### config.mk
export PLATFORM = sky130hd
export DESIGN_NAME = reg_file_sb
export DESIGN_NICKNAME = d
export VERILOG_FILES = /design/src/rtl/reg_file_sb.sv
export SDC_FILE = /design/constraint.sdc
export NUM_CORES = 2
export LEC_CHECK = 0
export ABC_AREA = 1
export BUFFER_PORTS_ARGS = -buffer_cell sky130_fd_sc_hd__buf_2
export CAP_MARGIN = 20
export CORE_UTILIZATION = 50
export CTS_BUF_LIST = sky130_fd_sc_hd__clkbuf_4 sky130_fd_sc_hd__clkbuf_8
export CTS_CLUSTER_DIAMETER = 120
export DETAILED_ROUTE_END_ITERATION = 6
export PLACE_DENSITY = 0.68
export SYNTH_ARGS = -nofsm -noshare
export SYNTH_HDL_FRONTEND = slang
export SYNTH_SLANG_ARGS = --single-unit
### constraint.sdc
create_clock -name clk -period 5.2 [get_ports clk]
set_clock_uncertainty 0.1 [all_clocks]
set_input_delay 1.04 -clock clk [delete_from_list [all_inputs] [get_ports clk]]
set_output_delay 1.04 -clock clk [all_outputs]
set_load 0.1 [all_outputs]
### src/rtl/reg_file_sb.sv
// reg_file_sb
//   Multi-port integer register file with an integrated write scoreboard.
//   Decode/issue reads source operands and reserves destination registers.
//   Writeback writes results and releases those reservations.
//   Register 0 is hardwired to zero and is never busy.
//
// Ports
//   clk         clock; all state changes on the rising edge
//   rst         asynchronous active-low reset
//   rs_addr     NUM_RS read addresses, port i at slice i
//   rs_data     NUM_RS read data words, combinational from rs_addr
//   rs_busy     per read port: the addressed register has a pending reservation
//   wr_en       per write port: write enable
//   wr_addr     per write port: destination register
//   wr_data     per write port: data to write
//   wr_release  per write port: together with wr_en, clears the busy bit of wr_addr
//   rsv_req     request to reserve rsv_addr
//   rsv_addr    register to reserve
//   rsv_ok      combinational grant: the register is free, or it is register 0
//   busy_cnt    registered count of busy registers
module reg_file_sb #(
  parameter int XLEN           = 32,
  parameter int REG_ADDR_WIDTH = 5,
  parameter int NUM_RS         = 2,
  parameter int NUM_WR         = 1,
  parameter int BYPASS         = 1
) (
  input  logic                             clk,
  input  logic                             rst,
  input  logic [NUM_RS*REG_ADDR_WIDTH-1:0] rs_addr,
  output logic [NUM_RS*XLEN-1:0]           rs_data,
  output logic [NUM_RS-1:0]                rs_busy,
  input  logic [NUM_WR-1:0]                wr_en,
  input  logic [NUM_WR*REG_ADDR_WIDTH-1:0] wr_addr,
  input  logic [NUM_WR*XLEN-1:0]           wr_data,
  input  logic [NUM_WR-1:0]                wr_release,
  input  logic                             rsv_req,
  input  logic [REG_ADDR_WIDTH-1:0]        rsv_addr,
  output logic                             rsv_ok,
  output logic [REG_ADDR_WIDTH:0]          busy_cnt
);

  localparam int NREG = 2 ** REG_ADDR_WIDTH;
  localparam int AW   = REG_ADDR_WIDTH;

  logic [XLEN-1:0]  regs [NREG];
  logic [NREG-1:0]  busy;
  logic [NREG-1:0]  busy_nxt;
  logic [AW:0]      busy_cnt_nxt;

  // Register array. Write ports are scanned in ascending order, so when
  // several ports hit the same address the highest index lands last and wins.
  always_ff @(posedge clk or negedge rst) begin
    if (!rst) begin
      for (int r = 0; r < NREG; r++) begin
        regs[r] <= '0;
      end
    end else begin
      for (int j = 0; j < NUM_WR; j++) begin
        if (wr_en[j] && (wr_addr[j*AW +: AW] != '0)) begin
          regs[wr_addr[j*AW +: AW]] <= wr_data[j*XLEN +: XLEN];
        end
      end
    end
  end

  // Read ports. The optional bypass forwards a same-cycle write to the
  // reader. It uses the same ascending scan as the array, so the bypass value
  // always matches what the array holds after the edge.
  always_comb begin
    logic [AW-1:0]   ra;
    logic [XLEN-1:0] rd;
    rs_data = '0;
    rs_busy = '0;
    for (int i = 0; i < NUM_RS; i++) begin
      ra = rs_addr[i*AW +: AW];
      rd = regs[ra];
      if (BYPASS != 0) begin
        for (int j = 0; j < NUM_WR; j++) begin
          if (wr_en[j] && (wr_addr[j*AW +: AW] == ra)) begin
            rd = wr_data[j*XLEN +: XLEN];
          end
        end
      end
      if (ra == '0) begin
        rd = '0;
      end
      rs_data[i*XLEN +: XLEN] = rd;
      rs_busy[i]              = busy[ra];
    end
  end

  assign rsv_ok = rsv_req && ((rsv_addr == '0) || !busy[rsv_addr]);

  // Scoreboard next state. Releases are applied first. A reserve request to a
  // nonzero register then forces its bit to 1. There are three cases:
  //   - The register is free: the request is granted.
  //   - The register is busy and not released: the bit already stays 1.
  //   - The register is busy and released this cycle: the reserve wins.
  // In every case the result is busy, even though rsv_ok is low in the last two.
  always_comb begin
    busy_nxt = busy;
    for (int j = 0; j < NUM_WR; j++) begin
      if (wr_en[j] && wr_release[j]) begin
        busy_nxt[wr_addr[j*AW +: AW]] = 1'b0;
      end
    end
    if (rsv_req && (rsv_addr != '0)) begin
      busy_nxt[rsv_addr] = 1'b1;
    end
    busy_nxt[0] = 1'b0;
  end

  // busy_cnt is the popcount of the next busy vector. It is registered so
  // that it tracks busy exactly.
  always_comb begin
    busy_cnt_nxt = '0;
    for (int r = 0; r < NREG; r++) begin
      busy_cnt_nxt = busy_cnt_nxt + {{AW{1'b0}}, busy_nxt[r]};
    end
  end

  always_ff @(posedge clk or negedge rst) begin
    if (!rst) begin
      busy     <= '0;
      busy_cnt <= '0;
    end else begin
      busy     <= busy_nxt;
      busy_cnt <= busy_cnt_nxt;
    end
  end

endmodule

Word-level counts from Yosys, hierarchy flattened
Index checks and enable logic that the tools add are counted.

storage, ports and cells
  register bits after elaboration = 1061
  input bits = 57
  output and inout bits = 73
  word-level logic and storage cells = 123

cells by class
  $add $sub $neg = 30
  order comparisons = 10
  equal/unequal tests = 2
  muxes and demuxes = 25
  bitwise logic cells = 6
  reduce and logical (&&, ||, !) cells = 16

operators by type and width
  cell                                                         number
  bitwise mux 1024 bit                                         1
  2-to-1 mux 32 bit                                            11
  binary-select mux 32 bit (select 5 bit)                      2
  demux 32 bit (select 5 bit)                                  1
  adder 6 x 1 -> 6 bit                                         25
  bitwise AND 32 bit                                           1
  NOT 32 bit                                                   1
  OR 32 bit                                                    1
  less-than comparator 5 x 6 -> 1 bit (second input constant)  4
  >= comparator 6 bit (second input constant)                  3
  NOT 5 -> 6 bit                                               3
  binary-select mux 1 bit (select 5 bit)                       3
  zero test 5 bit                                              3
  demux 1 bit (select 5 bit)                                   2
  equality test 5 bit                                          2
  >= comparator 5 x 1 -> 1 bit (second input constant)         2
  nonzero test 5 bit                                           2
  logical AND 1 bit                                            9
  adder 5 x 1 -> 6 bit                                         1
  less-than comparator 6 x 1 -> 1 bit (second input constant)  1
  adder 4 x 1 -> 5 bit                                         1
  2-to-1 mux 1 bit                                             5
  adder 3 x 1 -> 4 bit                                         1
  adder 2 x 1 -> 3 bit                                         1
  3 further kinds                                              3

Logic depth before layout (Yosys ltp)
  word-level depth = 39
  mapped depth = 24
  depth with buffers taken out = 23

Worst setup path after synthesis
Ideal clock, no wire load.

  kind = input -> register
  from = input port wr_en
  to = register busy_cnt[5]
  setup time = 0.119 ns
  arrival time = 6.096 ns
  path slack = -1.114 ns
  stages on the path = 22
  path through = buf_2 nand2_1 clkinv_1 clkbuf_1 nand2_1 a22o_1 fa_1 inv_1 fa_1 fa_1 inv_1 fa_1 inv_1 fa_1 fa_1 inv_1 fa_1 inv_1 nor2_1 a211oi_1 nor2_1 o21a_1

on the way
  elaborated cells between the ends (all ways) = 34

RTL lines
  what                                     RTL line  source
  start: declaration                       33        input logic [NUM_WR-1:0] wr_en,
  logical AND 1 bit (*)                    104       if (wr_en[j] && wr_release[j]) begin
  2-to-1 mux 32 bit (*)                    104
  OR 32 bit (no line)                      -
  2-to-1 mux 32 bit (*)                    108       if (rsv_req && (rsv_addr != '0)) begin
  named net busy_nxt[18]                   48        logic [NREG-1:0] busy_nxt;
  adder 6 x 1 -> 6 bit (*) (14 in series)  119       busy_cnt_nxt = busy_cnt_nxt + {{AW{1'b0}}, busy_nxt[r]};
  named net busy_cnt_nxt[5]                49        logic [AW:0] busy_cnt_nxt;
  end signal: assignment                   129       busy_cnt <= busy_cnt_nxt;
  end: declaration                         40        output logic [REG_ADDR_WIDTH:0] busy_cnt

Mark *: on every way through the listed nets, which the timed path passes. The rest lies on a longest branch.
A chain may end at the register's enable or synchronous reset.

Worst setup path in the final report
  from = input port wr_addr[0]
  to = register busy_cnt[3]

on the way
  elaborated cells between the ends (all ways) = 40

RTL lines
  what                                                                                                       RTL line  source
  start: declaration                                                                                         34        input logic [NUM_WR*REG_ADDR_WIDTH-1:0] wr_addr,
  less-than comparator 5 x 6 -> 1 bit (implied by the code) or >= comparator 5 x 1 -> 1 bit (tied branches)  105       busy_nxt[wr_addr[j*AW +: AW]] = 1'b0;
  logical AND 1 bit (implied by the code)                                                                    105
  2-to-1 mux 1 bit (implied by the code)                                                                     105
  demux 1 bit (select 5 bit) (*)                                                                             105
  NOT 32 bit (no line) (*)                                                                                   -
  bitwise AND 32 bit (no line) (*)                                                                           -
  2-to-1 mux 32 bit (*)                                                                                      104
  OR 32 bit (no line)                                                                                        -
  2-to-1 mux 32 bit (*)                                                                                      108
  named net busy_nxt[24]                                                                                     48
  adder 6 x 1 -> 6 bit (*) (8 in series)                                                                     119
  named net busy_cnt_nxt[3]                                                                                  49

Marks and branches as above.

==> key figures <==
Status
  – Status: complete, but fails checks
  – Failing checks: DRC, setup timing

Synth
  – Register area share after synthesis: 0.419
  – Compound-Gate Fraction of Synth Area: 0.123
  – Largest family of logic cells by synthesized area: simple AND/OR/NAND/NOR gates
  – Synth Instances: between 9000 and 10000
  – Multiplexer share of the synthesized area: 0
  – Synth Cell Area: 63300 um^2
  – Cell with the most instances after synthesis: nand2_1
  – Top area cells in the synthesized netlist: dfrtp_1, nand2_1, nand3_1, o21ai_0, inv_1
  – Xor and xnor area share after synthesis: 0.000415
  – Yosys warning count: 0
  – Area share of the largest cell type after synthesis: 0.419
  – Yosys top cell by area: dfrtp_1
  – Yosys reg bits: 1061
  – Post-Synth Adder-Cell Area: 0.00865
  – Post-synth EDFFs: 0
  – Async S/R FF share, synth: 1.00
  – Synth Area per Inst: roughly 6.8 um^2
  – Dominant synthesized flop cell: dfrtp_1
  – Post-synth cell types: 41
  – Synth Area in Simple Gates: 0.332
  – Synth cell count leaders: nand2_1, nand3_1, dfrtp_1, inv_1, o21ai_0
  – Synthesized Nets: 9469

Clock tree
  – Clk slew on worst S/H paths: 0.06 ns
  – Max clock buf depth: 3
  – Sink Count: ~1100
  – Root Buffer: clkbuf_8
  – CTS tree: done
  – CTS Buf Count: ~190
  – Worst-skew pair later-pin latency: between 0.9 and 1 ns
  – H-Tree Depth: 4

Drt
  – WL final: 244 mm
  – Post-route antenna net violation count: 0
  – Drt pass-1 iters: 7
  – DR WL/cell: 22.2 um
  – Vias per Instance: around 5.9
  – Vias: roughly 65000
  – DR DRC count: 5
  – Initial DRC count: a little over 9000

GRT
  – Vias in the first global route: a little over 60000
  – GR Util All Layers: 0.378
  – Initial antenna violation count: 9
  – Global-route wire length before repair: between 300 and 400 mm
  – Largest net degree at the start of global routing: 128
  – Total grt overflow: 0

STA
  – Tightest Pin Transition: ~1.3 ns
  – Relative slew slack: 0.139
  – Final Hold Viols: 0
  – WHS: 0.0501 ns
  – Peak Freq: roughly 190 MHz
  – Period Utilization, post-route: 1.00
  – RSZ-0062 raised after global routing: true
  – Final Setup Violations: 3
  – Max-slew violations: 0
  – Fin crit period: around 5.2 ns
  – Post-route setup slack: -0.0231 ns

Placement
  – # port buffers: roughly 130
  – GPL Wtd Cong: 0.888
  – Detail Placement HPWL: about 130 mm

Layout
  – Filler Cells Inserted: ~12000
  – Fraction of layout instances using a drive strength above 1: 0.0956
  – Core Util, Final: 0.565
  – Area Growth Syn to Fin: 12.0%
  – Final Net Count: between 9000 and 10000
  – Register area: between 20000 and 30000 um^2
  – Multi-input combinational cell area: slightly below 30000 um^2

Critical path
  – Worst R2R Path Depth: 17
  – CP Launch Type: input pin
  – CP Capture Type: flop
  – Worst EP required: between 5 and 6 ns
  – CP max FO: 8
  – Worst EP arrival: between 5 and 6 ns
  – Crit Path Category: input pin to flop

Power
  – Pwr dens: 414 nW/um^2
  – Peak supply drop: about 0.98 mV
  – Power Total: roughly 0.029 W
  – Cell leakage power: ~36 nW

Hold path
  – Min-delay worst type: input pin to asynchronous set/reset pin

Floorplan
  – Initial Util: 0.504
  – Horiz. Die Dim: about 360 um
  – Num rows: 130
  – Die ar.: approximately 130000 um^2
  – Top-Level Pins: between 100 and 150
  – Chip height: between 300 and 400 um
  – Core area: ~130000 um^2

Job
  – Max Cap Violations: 0
[critical path, stage by stage]
cell and delay (ns):
buf_4 0.13, buf_6 0.12, nor2_4 0.13, clkinv_4 0.16, nor2_4 0.14, nand2_1 0.06, nand2_1 0.07, o21ai_2 0.06
inv_1 0.09, fa_2 0.46, fa_1 0.52, fa_1 0.50, inv_1 0.05, fa_1 0.48, inv_1 0.05, fa_1 0.45
fa_1 0.49, inv_1 0.05, fa_2 0.33, inv_2 0.08, nor2_2 0.04, a211oi_2 0.18, buf_4 0.15, xor2_1 0.14
[where the power goes]
group	switching (W)	total [W]	internal [W]
Clock	0.00379	0.00868	0.00489
Sequential	0.000912	0.0108	0.00985
Combinational	0.00603	0.00991	0.00388
[flip-flops by register name (all words and copies together), names as in the netlist]
register and cells:
regs 1024, busy 31, busy_cnt 6
[kinds of logic (layout without fill, tap and decap cells)]
family,Yosys count,after routing
adder cells (fa/ha/maj),30,30
other,0,2
buffers and inverters,1845,1811
AO/OA/AOI/OAI,1448,1448
XOR/XNOR,3,3
AND/OR/NAND/NOR,4995,4995
flip-flops,1061,1061
[routing by layer]
metal,track usage,share of wire
met1,0.511,0.40
met3,0.101,0.13
met5,0,0.00036
met2,0.560,0.43
met4,0.187,0.048
[placed cells by master (no fill, tap or decap), types with 21 or more instances in the layout]
| master | netlist | layout |
|---|---|---|
| buf_12 | 1 | 101 |
| a21oi_1 | 106 | 103 |
| nand2_1 | 3119 | 3110 |
| inv_1 | 1043 | 1026 |
| o21ai_0 | 989 | 982 |
| nor2_1 | 220 | 203 |
| clkbuf_4 | 0 | 54 |
| buf_4 | 20 | 234 |
| buf_2 | 317 | 61 |
| dfrtp_1 | 1061 | 1061 |
| o21ai_1 | 148 | 150 |
| nand2_4 | 19 | 28 |
| o211ai_1 | 161 | 161 |
| clkbuf_8 | 0 | 251 |
| inv_2 | 11 | 21 |
| nand3_1 | 1584 | 1584 |
[cell type report]
cell class | instances | area share
Timing Repair Buffer | 414 | 0.0620
Clock buffer | 305 | 0.0544
Antenna cell | 2 | 0.0000705
Sequential cell | 1061 | 0.374
Multi-Input combinational cell | 6476 | 0.419
Clock inverter | 34 | 0.00467
Tap cell | 1650 | 0.0291
Inverter | 1058 | 0.0568
[through the flow]
stage | area [um^2] | TNS (ns) | worst slack [ns] | instances
after floorplan | 63400 | -3.82 | -0.789 | 9382
after global placement | 66200 | -6.08 | -1.15 | 10600
after detailed placement | 66200 | -6.49 | -1.21 | 10600
after CTS | 70500 | 0 | 0.00267 | 11000
after global routing | 71000 | -0.699 | -0.180 | 11000
final | 71000 | -0.0642 | -0.0231 | 11000
[timing repair]
item,in CTS,in global routing
setup endpoints to repair,5,5
setup buffers,6,11
resized for setup,23,66
hold buffers,0,0
pin swaps,12,16
[final timing paths]
| check | end | slack (ns) | from |
|---|---|---|---|
| hold reg to reg | regs[1003] | 0.27 | regs[1003] |
| max in group asynchronous | regs[507] | 3.71 | rst |
| hold / removal | regs[200] | 0.05 | rst |
| min in group clk | regs[1003] | 0.27 | regs[1003] |
| setup / recovery | busy_cnt[3] | -0.02 | wr_addr[0] |
| setup reg to reg | busy_cnt[3] | 0.27 | busy[18] |
Power figures use the tool's default switching activity.
